$ cat src/rtl/serial_sub_pkg.sv
// Shared types and helpers for the serial nibble subtractor.
package serial_sub_pkg;

  typedef enum logic [1:0] {IDLE, RUN, DONE} state_e;

  localparam int NIBBLE_W = 4;

  // Nibble counter width; a single-nibble datapath still gets a 1-bit counter.
  function automatic int idx_width(input int width);
    int nib;
    nib = width / NIBBLE_W;
    return (nib <= 1) ? 1 : $clog2(nib);
  endfunction

endpackage

$ cat src/rtl/serial_nibble_subtractor_if.sv
// Request/result bundle of the serial nibble subtractor; ovf exists only with SERIAL_SUB_OVF_EN.
interface serial_nibble_subtractor_if #(parameter int WIDTH = 16);
  logic             start;
  logic [WIDTH-1:0] a;
  logic [WIDTH-1:0] b;
  logic             bin;
  logic             busy;
  logic             done;
  logic [WIDTH-1:0] diff;
  logic             bout;
  logic             zero;
`ifdef SERIAL_SUB_OVF_EN
  logic             ovf;

  modport master (output start, a, b, bin, input busy, done, diff, bout, zero, ovf);
  modport slave  (input start, a, b, bin, output busy, done, diff, bout, zero, ovf);
`else
  modport master (output start, a, b, bin, input busy, done, diff, bout, zero);
  modport slave  (input start, a, b, bin, output busy, done, diff, bout, zero);
`endif
endinterface

$ cat src/rtl/serial_nibble_subtractor_slice.sv
// Combinational 4-bit carry-lookahead subtract slice: d = x - y - bi, bo = borrow-out.
module cla4_sub_slice (
  input  logic [3:0] x,
  input  logic [3:0] y,
  input  logic       bi,
  output logic [3:0] d,
  output logic       bo
);
  logic [3:0] yn;
  logic [3:0] g;
  logic [3:0] p;
  logic [4:0] c;

  // Subtraction as x + ~y + ~bi, so the incoming carry is the inverted borrow.
  assign yn = ~y;
  assign g  = x & yn;
  assign p  = x ^ yn;

  assign c[0] = ~bi;
  assign c[1] = g[0] | (p[0] & c[0]);
  assign c[2] = g[1] | (p[1] & g[0]) | (p[1] & p[0] & c[0]);
  assign c[3] = g[2] | (p[2] & g[1]) | (p[2] & p[1] & g[0]) | (p[2] & p[1] & p[0] & c[0]);
  assign c[4] = g[3] | (p[3] & g[2]) | (p[3] & p[2] & g[1]) | (p[3] & p[2] & p[1] & g[0])
              | (p[3] & p[2] & p[1] & p[0] & c[0]);

  assign d  = p ^ c[3:0];
  assign bo = ~c[4];
endmodule

$ cat src/rtl/serial_nibble_subtractor.sv
// Serial a - b - bin, one nibble per clock through a single CLA slice.
// Optional signed-overflow flag enabled by defining SERIAL_SUB_OVF_EN.
module serial_nibble_subtractor
  import serial_sub_pkg::*;
#(
  parameter int WIDTH = 16
) (
  input  logic                     clk,
  input  logic                     rst,
  serial_nibble_subtractor_if.slave bus
);
  localparam int                  NIB      = WIDTH / NIBBLE_W;
  localparam int                  CNT_W    = idx_width(WIDTH);
  localparam logic [CNT_W-1:0]    LAST_IDX = CNT_W'(NIB - 1);

  state_e             state_q, state_d;
  logic [CNT_W-1:0]   idx_q, idx_d;
  logic [WIDTH-1:0]   a_q, a_d;
  logic [WIDTH-1:0]   b_q, b_d;
  logic               borrow_q, borrow_d;
  logic [WIDTH-1:0]   diff_q, diff_d;
  logic               bout_q, bout_d;
  logic               zero_q, zero_d;
`ifdef SERIAL_SUB_OVF_EN
  logic               ovf_q, ovf_d;
`endif

  logic [NIBBLE_W-1:0] slice_x, slice_y, slice_d;
  logic                slice_bo;

  assign slice_x = a_q[idx_q*NIBBLE_W +: NIBBLE_W];
  assign slice_y = b_q[idx_q*NIBBLE_W +: NIBBLE_W];

  cla4_sub_slice u_slice (
    .x  (slice_x),
    .y  (slice_y),
    .bi (borrow_q),
    .d  (slice_d),
    .bo (slice_bo)
  );

  always_comb begin
    state_d  = state_q;
    idx_d    = idx_q;
    a_d      = a_q;
    b_d      = b_q;
    borrow_d = borrow_q;
    diff_d   = diff_q;
    bout_d   = bout_q;
    zero_d   = zero_q;
`ifdef SERIAL_SUB_OVF_EN
    ovf_d    = ovf_q;
`endif
    if (state_q == RUN) begin
      diff_d[idx_q*NIBBLE_W +: NIBBLE_W] = slice_d;
      borrow_d = slice_bo;
      idx_d    = idx_q + 1'b1;
      if (idx_q == LAST_IDX) begin
        state_d = DONE;
        bout_d  = slice_bo;
        zero_d  = (diff_d == '0);
`ifdef SERIAL_SUB_OVF_EN
        ovf_d   = (a_q[WIDTH-1] != b_q[WIDTH-1]) && (diff_d[WIDTH-1] != a_q[WIDTH-1]);
`endif
      end
    end else if (bus.start) begin
      // Accepted from IDLE or DONE; results stay held until RUN rewrites them.
      state_d  = RUN;
      idx_d    = '0;
      a_d      = bus.a;
      b_d      = bus.b;
      borrow_d = bus.bin;
    end else begin
      state_d = IDLE;
    end
  end

  always_ff @(posedge clk) begin
    if (rst) begin
      state_q  <= IDLE;
      idx_q    <= '0;
      a_q      <= '0;
      b_q      <= '0;
      borrow_q <= 1'b0;
      diff_q   <= '0;
      bout_q   <= 1'b0;
      zero_q   <= 1'b0;
`ifdef SERIAL_SUB_OVF_EN
      ovf_q    <= 1'b0;
`endif
    end else begin
      state_q  <= state_d;
      idx_q    <= idx_d;
      a_q      <= a_d;
      b_q      <= b_d;
      borrow_q <= borrow_d;
      diff_q   <= diff_d;
      bout_q   <= bout_d;
      zero_q   <= zero_d;
`ifdef SERIAL_SUB_OVF_EN
      ovf_q    <= ovf_d;
`endif
    end
  end

  assign bus.busy = (state_q == RUN);
  assign bus.done = (state_q == DONE);
  assign bus.diff = diff_q;
  assign bus.bout = bout_q;
  assign bus.zero = zero_q;
`ifdef SERIAL_SUB_OVF_EN
  assign bus.ovf  = ovf_q;
`endif
endmodule

$ cat src/flat_wrapper.sv
// flat-port wrapper written by rule: the top's interface ports become plain ports
module serial_nibble_subtractor_flat import serial_sub_pkg::*;
#(
  parameter int WIDTH = 16
)
  (clk, rst, bus_start, bus_a, bus_b, bus_bin, bus_busy, bus_done, bus_diff, bus_bout, bus_zero);
  serial_nibble_subtractor_if #(.WIDTH(WIDTH)) bus_i ();
  input  logic clk;
  input  logic rst;
  input wire logic [$bits(bus_i.start)-1:0] bus_start;
  input wire logic [$bits(bus_i.a)-1:0] bus_a;
  input wire logic [$bits(bus_i.b)-1:0] bus_b;
  input wire logic [$bits(bus_i.bin)-1:0] bus_bin;
  output wire logic [$bits(bus_i.busy)-1:0] bus_busy;
  output wire logic [$bits(bus_i.done)-1:0] bus_done;
  output wire logic [$bits(bus_i.diff)-1:0] bus_diff;
  output wire logic [$bits(bus_i.bout)-1:0] bus_bout;
  output wire logic [$bits(bus_i.zero)-1:0] bus_zero;
  assign bus_i.start = bus_start;
  assign bus_i.a = bus_a;
  assign bus_i.b = bus_b;
  assign bus_i.bin = bus_bin;
  assign bus_busy = bus_i.busy;
  assign bus_done = bus_i.done;
  assign bus_diff = bus_i.diff;
  assign bus_bout = bus_i.bout;
  assign bus_zero = bus_i.zero;
  serial_nibble_subtractor #(.WIDTH(WIDTH)) u_core (.clk(clk), .rst(rst), .bus(bus_i));
endmodule
$ cat config.mk
export PLATFORM = sky130hd
export DESIGN_NAME = serial_nibble_subtractor_flat
export DESIGN_NICKNAME = d
export VERILOG_FILES = /design/src/rtl/serial_sub_pkg.sv /design/src/rtl/serial_nibble_subtractor_if.sv /design/src/rtl/serial_nibble_subtractor_slice.sv /design/src/rtl/serial_nibble_subtractor.sv /design/src/flat_wrapper.sv
export SDC_FILE = /design/constraint.sdc
export NUM_CORES = 1
export LEC_CHECK = 0
export CAP_MARGIN = 20
export CORE_MARGIN = 4
export CORE_UTILIZATION = 45
export DETAILED_ROUTE_END_ITERATION = 6
export PLACE_DENSITY = 0.75
export SETUP_SLACK_MARGIN = 0.3
export SLEW_MARGIN = 20
export SYNTH_ARGS = -nofsm -noshare
export SYNTH_HDL_FRONTEND = slang
export SYNTH_SLANG_ARGS = --single-unit
$ cat constraint.sdc
create_clock -name clk -period 2.65 [get_ports clk]
set_input_delay 0.265 -clock clk [delete_from_list [all_inputs] [get_ports clk]]
set_output_delay 0.265 -clock clk [all_outputs]
set_load 0.05 [all_outputs]
==> results.sh, run 1 <==
export IMPL_finalSetupViolCount=0
export IMPL_rsz0062_at_grt="yes"
export IMPL_drt_total_wl_mm=5.846
export IMPL_grt_pass1_vias=2090
export IMPL_clk_path_buf_depth=2
export IMPL_hpwl_mm=4.307
export IMPL_ir_drop_mv=0.3418
export IMPL_vias_per_cell=5.307
export IMPL_post_route_util_pct=63.76
export IMPL_fmax_mhz=401.9
export IMPL_ys_seq_elements=55
export IMPL_period_minus_slack_ps=2488
export IMPL_antennaDiodeCount=0
export IMPL_report_final_slew_viol_count=0
export IMPL_yosysTopAreaCellShare_pct=43.91
export IMPL_holdWs_ps=175.7
export IMPL_layout_commonest_cell="nand2_1"
export IMPL_numClockSinks=55
export IMPL_place_port_buffers=55
export IMPL_clkTransAtPathRegs_ps=100
export IMPL_die_h_um=82.65
export IMPL_ys_seq_area_share_pct=43.91
export IMPL_grt_max_degree=55
export IMPL_hold_class="in -> reg"
export IMPL_async_flop_share_pct=0
export IMPL_dp_cells=406
export IMPL_yosysTopAreaCell="dfxtp_1"
export IMPL_start_kind="register"
export IMPL_timing_final_crit_share_pct=93.90
export IMPL_overflow=0
export IMPL_io_pins=56
export IMPL_cts_root_buffer="clkbuf_8"
export IMPL_ys_flop_type="dfxtp_1"
export IMPL_rows=26
export IMPL_status="finished, final reports clean"
export IMPL_final_hold_violation_count=0
export IMPL_first_pass_iters=4
export IMPL_synthDistinctLibCells=39
export IMPL_power_density_mw_per_mm2=531.1
export IMPL_worstPathRequired_ps=2890
export IMPL_ys_warn_count=0
export IMPL_cts_tree="built"
export IMPL_synthCells=290
export IMPL_dp_slack_ps=97.49
export IMPL_wl_per_cell_um=13.92
export IMPL_tightest_slew_ps=578.3
export IMPL_core_area_mm2=0.005238
export IMPL_maxSlewHeadroom_pct=61.15
export IMPL_finClkSkew_ps=11.91
export IMPL_syn_avg_cell_area_um2=8.646
export IMPL_hold_buffers=0
export IMPL_final_cells=420
export IMPL_num_vias=2229
export IMPL_synthTopCellsByArea="dfxtp_1 (44%), nand2_1 (11%), a21oi_1 (7.2%)"
export IMPL_cp_max_fo=6
export IMPL_antenna_left=0
export IMPL_worstSetupPathType="reg -> reg"
export IMPL_drt_iter0_drc=130
export IMPL_syn_nets=338
export IMPL_htreeDepth=2
export IMPL_antenna_found_initial=0
export IMPL_drc=0
export IMPL_syn_area_mm2=0.002507
export IMPL_start_util_pct=47.87
export IMPL_critical_path_endpoint_type="register"
export IMPL_grtUsageTotal_pct=18.17
export IMPL_cap_violations=0
export IMPL_synth_edf_count=0
export IMPL_final_cell_mix="nand2_1 (73), dfxtp_1 (54), clkdlybuf4s50_1 (53), a21oi_1 (36), nor2_1 (24)"
export IMPL_place_congestion=0.8738
export IMPL_tns_ps=0
export IMPL_dieWidth_um=82.65
export IMPL_worst_skew_pair_late_latency_ps=310
export IMPL_critPathArrivalTime_ps=2730
export IMPL_final_setup_worst_slack_ps=161.8
export IMPL_die_area_mm2=0.006830
export IMPL_p_leak_nw=1.239
export IMPL_drive_above_1_share_pct=13.43
export IMPL_fin_nets=397
export IMPL_cts_buffers=5
export IMPL_grt_first_pass_wirelength_mm=9.515
export IMPL_layout_area_overhead_vs_synth_pct=33.18
-- critical path: stages, from the launching register on --
cell and delay (ps):
dfxtp_4 410, mux4_2 540, inv_2 90, ha_4 190, nor2b_4 130, o311a_4 370, o21a_4 220, nor3_4 250
a22oi_1 110, nor2_1 110
-- per-stage QoR --
step,cell area (um^2),total power [mW]
floorplan,2534,1.155
global placement,3147,1.270
detailed placement,3147,1.279
CTS,3293,1.760
global route,3339,1.849
finish,3339,1.774
-- routing by layer --
metal	wire (um)	part of all wire (%)	GRT usage, %
met1	2600	44	24.30
met2	2729	47	28.69
met3	423	7.2	4.230
met4	92	1.6	6.536
met5	0	0	0
-- Yosys cell counts, types with 2 or more instances --
master / instances
buf_1: 3
nor2b_1: 4
nand2b_1: 2
nor3_1: 6
clkbuf_1: 9
a21oi_1: 36
nor4_1: 2
o21ai_0: 2
nor2_1: 25
and2_1: 2
ha_1: 11
a32oi_1: 2
inv_1: 7
a22oi_1: 12
buf_2: 5
nand2_1: 73
mux4_2: 8
a211oi_1: 5
nor3_2: 2
dfxtp_1: 55
-- worst paths after layout --
| path | endpoint | slack, ps | startpoint | cells after the start |
|---|---|---|---|---|
| max | u_core.bus.diff[7] | 160 | u_core.idx_q[0] | 9 |
| min | u_core.state_q[1] | 180 | rst | 2 |
| max reg2reg | u_core.bus.diff[7] | 160 | u_core.idx_q[0] | 9 |
| min reg2reg | u_core.b_q[8] | 460 | u_core.b_q[8] | 2 |
-- power by group --
group / internal, mW / switching, mW / leakage (nW)
sequential: 0.865 / 0.0280 / 0.450
clock: 0.211 / 0.259 / 0.0482
combinational: 0.197 / 0.213 / 0.741
total: 1.27 / 0.500 / 1.24
-- cells by family (layout without fill, tap and decap cells) --
family | count (synthesis) | after routing | synth area share, %
adders and majority gates | 12 | 12 | 6.287
and+or+nand+nor | 122 | 122 | 21.16
xor gates and xnor gates | 2 | 2 | 0.6987
DFF | 55 | 55 | 43.91
AOI/OAI and AO/OA | 65 | 65 | 16.32
muxes | 9 | 9 | 7.585
buffers and inverters | 25 | 85 | 4.042
-- layout make-up --
cell class,instances,area [um^2]
clock buffer,7,86.33
clock inverter,1,5.005
fill,454,1898
inverter,8,31.28
multi-input combinational,210,1371
sequential,55,1105
tap,70,87.58
timing repair buffer,69,653.1
-- state kept, by name, indices dropped and copies added, names as in the netlist --
| name | cells |
|---|---|
| u_core.a_q | 16 |
| u_core.b_q | 16 |
| u_core.borrow_q | 1 |
| u_core.bus.bout | 1 |
| u_core.bus.diff | 16 |
| u_core.bus.zero | 1 |
| u_core.idx_q | 2 |
| u_core.state_q | 2 |
-- repair_timing --
action | 4_1_cts | 5_1_grt
setup endpoints to repair | 11 | 20
setup buffers | 4 | 2
pin swaps | 2 | 3
hold endpoints to repair | 0 | 0
gates resized for setup | 3 | 6
Note: power is estimated with default switching activity, not from simulation.
==> inputs of run 2 (changes only) <==
CELL_PAD_IN_SITES_DETAIL_PLACEMENT = 2   (was default)
CELL_PAD_IN_SITES_GLOBAL_PLACEMENT = 2   (was default)
CORE_UTILIZATION = 29   (was 45)
PLACE_DENSITY = default   (was 0.75)
PLACE_DENSITY_LB_ADDON = 0.1   (was default)
clock period = 2.4 ns   (was 2.65 ns; I/O delays follow)
==> run 2 against run 1 <==
Effect of this change:
- utilization decreased by 19 points
- final cell count is 11% higher
- register-to-register slack worse by 370 ps
- worst hold slack got worse by 19 ps
- flip-flop and latch count stayed put
- critical path type unchanged
- worst setup slack got worse by 370 ps
- largest cell class unchanged
- the flow now finishes with violations (negative setup slack)
- clock skew shrank 4.6 ps
- via count rose by 6.4%
- count of clock-buffer cells in the layout unchanged
- non-clock buffer count increased by 13
- power grew 23%
- combinational power rose by 47%
==> results.sh, run 2 (synthesis gave the netlist of run 1 again) <==
export IMPL_status="complete, but fails checks"
export IMPL_failed_checks="negative setup slack"
export IMPL_rows=33
export IMPL_max_stage_delay_ps=560
export IMPL_grtUsageTotal_pct=17.07
export IMPL_power_share_clock_pct=26.7
export IMPL_worstHoldStart="rst"
export IMPL_rr_worst_depth=10
export IMPL_rsz0062_at_grt="yes"
export IMPL_final_cell_mix="nand2_1 (73), clkdlybuf4s50_1 (53), dfxtp_1 (53), a21oi_1 (34), buf_4 (23)"
export IMPL_antenna_found_initial=0
export IMPL_power_switching_mw=0.6690
export IMPL_finalInstanceArea_mm2=0.003687
export IMPL_antenna_left=0
export IMPL_grt_use_met2_pct=28.35
export IMPL_worst_skew_pair_late_latency_ps=320
export IMPL_gr_usage_met3_pct=3.183
export IMPL_drt_iter0_drc=57
export IMPL_dieWidth_um=101.0
export IMPL_timing_rr_end="u_core.bus.zero"
export IMPL_clkTransAtPathRegs_ps=100
export IMPL_vias_per_cell=5.066
export IMPL_cap_violations=0
export IMPL_use_met1_pct=23.10
export IMPL_first_pass_iters=4
export IMPL_cp_max_fo=7
export IMPL_hold_buffers=0
export IMPL_core_area_mm2=0.008299
export IMPL_comb_power_share_pct=27.7
export IMPL_final_hold_violation_count=0
export IMPL_numClockSinks=55
export IMPL_timing_final_crit_share_pct=108.6
export IMPL_layout_area_overhead_vs_synth_pct=47.06
export IMPL_overflow=0
export IMPL_wl_per_cell_um=19.03
export IMPL_cpLargestDelayFamily="compound AO/OA/AOI/OAI gates"
export IMPL_clk_path_buf_depth=2
export IMPL_maxSlewHeadroom_pct=60.21
export IMPL_dp_slack_ps=-81.82
export IMPL_tightest_slew_ps=596.9
export IMPL_finalSetupViolCount=10
export IMPL_p_leak_nw=1.329
export IMPL_io_pins=56
export IMPL_grt_first_pass_wirelength_mm=13.54
export IMPL_drc=0
export IMPL_start_kind="register"
export IMPL_period_minus_slack_ps=2607
export IMPL_layout_commonest_cell="nand2_1"
export IMPL_start_util_pct=30.21
export IMPL_critical_path_endpoint_type="register"
export IMPL_antennaDiodeCount=0
export IMPL_critPathSlowestCell="mux4_2"
export IMPL_tns_ps=-1099
export IMPL_r2r_slack_ps=-210
export IMPL_whs_path_depth=2
export IMPL_place_congestion=0.7758
export IMPL_grt_busiest_layer="met2"
export IMPL_drive_above_1_share_pct=24.79
export IMPL_grt_pass1_vias=2582
export IMPL_place_port_buffers=55
export IMPL_grt_max_degree=55
export IMPL_htreeDepth=2
export IMPL_cts_buffers=5
export IMPL_cts_tree="built"
export IMPL_path_cells="mux4_2, inv_2, ha_4, nor2b_4, buf_4, o31ai_4, xnor2_2, a21oi_2, nand4_1, o31ai_2"
export IMPL_dp_cells=452
export IMPL_die_area_mm2=0.01020
export IMPL_p_int_mw=1.506
export IMPL_pwr_share_seq_pct=45.6
export IMPL_ir_drop_mv=0.2080
export IMPL_num_vias=2371
export IMPL_cts_root_buffer="clkbuf_8"
export IMPL_fmax_mhz=383.5
export IMPL_worstPathRequired_ps=2630
export IMPL_placed_area_mm2=0.003273
export IMPL_critPathBufInv=2
export IMPL_power_density_mw_per_mm2=589.8
export IMPL_fin_nets=410
export IMPL_crit_start="u_core.idx_q[0]"
export IMPL_die_h_um=101.0
export IMPL_critPathArrivalTime_ps=2840
export IMPL_netSwitchingFraction_pct=30.77
export IMPL_hold_end="u_core.state_q[1]"
export IMPL_final_setup_worst_slack_ps=-207.4
export IMPL_finClkSkew_ps=7.299
export IMPL_final_cells=468
export IMPL_drt_total_wl_mm=8.907
export IMPL_hpwl_mm=5.735
export IMPL_report_final_slew_viol_count=0
export IMPL_fillerInstances=916
export IMPL_hold_class="in -> reg"
export IMPL_worstSetupPathType="reg -> reg"
export IMPL_reg2reg_from="u_core.idx_q[0]"
run 2: cell count changes in the layout (fill, tap and decap cells not counted), moves of 2 or more:
cell     previous run  this run
a22oi_2             0        11
a22oi_1            12         1
a32oi_1             2         0
ha_1               10         6
buf_4              14        23
buf_6               0         4
a21oi_2             1         3
ha_2                0         2
ha_4                1         3
a21oi_1            36        34
nor2_1             24        21
a32oi_2             0         2
nor2_4              0         3
run 2: final cells by class:
class / count / area [um^2] / share of cell area [%]
inverter: 8 / 31.28 / 0.8483
sequential: 55 / 1106 / 30.00
clock buffer: 7 / 96.34 / 2.613
multi-input combinational: 210 / 1549 / 42.01
clock inverter: 1 / 7.507 / 0.2036
tap: 105 / 131.4 / 3.563
timing repair buffer: 82 / 765.7 / 20.77
run 2: how the worst max path moves through the flow:
stage	endpoint	slack [ps]	cells past startpoint
final	u_core.bus.zero	-210	10
after global routing	u_core.bus.zero	-310	10
after CTS	u_core.bus.diff[15]	-30	8
after detailed placement	u_core.bus.diff[15]	-80	8
after global placement	u_core.bus.diff[3]	-40	8
after floorplan	u_core.bus.zero	-20	9
run 2: timing repair:
item	in CTS	in global routing
buffers inserted	4	4
endpoints found under the setup margin	20	20
pin swaps	11	15
hold endpoints to repair	0	0
resized for setup	23	24
cloned	0	0
run 2: worst register-to-register path, stage by stage, from the launching register on:
cell and delay, ps:
dfxtp_4 420, mux4_2 570, inv_2 110, ha_4 190, nor2b_4 120, buf_4 140, o31ai_4 200, xnor2_2 150
a21oi_2 240, nand4_1 190, o31ai_2 210
run 2: power by group through the flow:
stage	clock network, mW	logic [mW]	registers (mW)
after global routing	0.639	0.648	0.997
after CTS	0.606	0.530	0.990
after detailed placement	0	0.448	1.01
after floorplan	0	0.250	1.02
after global placement	0	0.439	1.01
final	0.581	0.603	0.991
run 2: stage by stage:
stage | total power, mW | util (%) | hold slack, ps
4_1_cts | 2.126 | 42.58 | 125.5
6_report | 2.175 | 44.43 | 156.2
2_1_floorplan | 1.275 | - | 376.0
5_1_grt | 2.284 | 44.43 | 134.7
3_3_place_gp | 1.447 | 39.44 | 439.9
3_5_place_dp | 1.458 | 39.44 | 448.8
run 2: routing by layer:
| layer | share of wire, % | wire [um] | vias to the layer above |
|---|---|---|---|
| met3 | 4.5 | 400 | 13 |
| met1 | 45 | 4022 | 1166 |
| met5 | 0 | 0 | - |
| met4 | 1.3 | 116 | 0 |
| met2 | 49 | 4368 | 56 |
| li1 | - | - | 1136 |
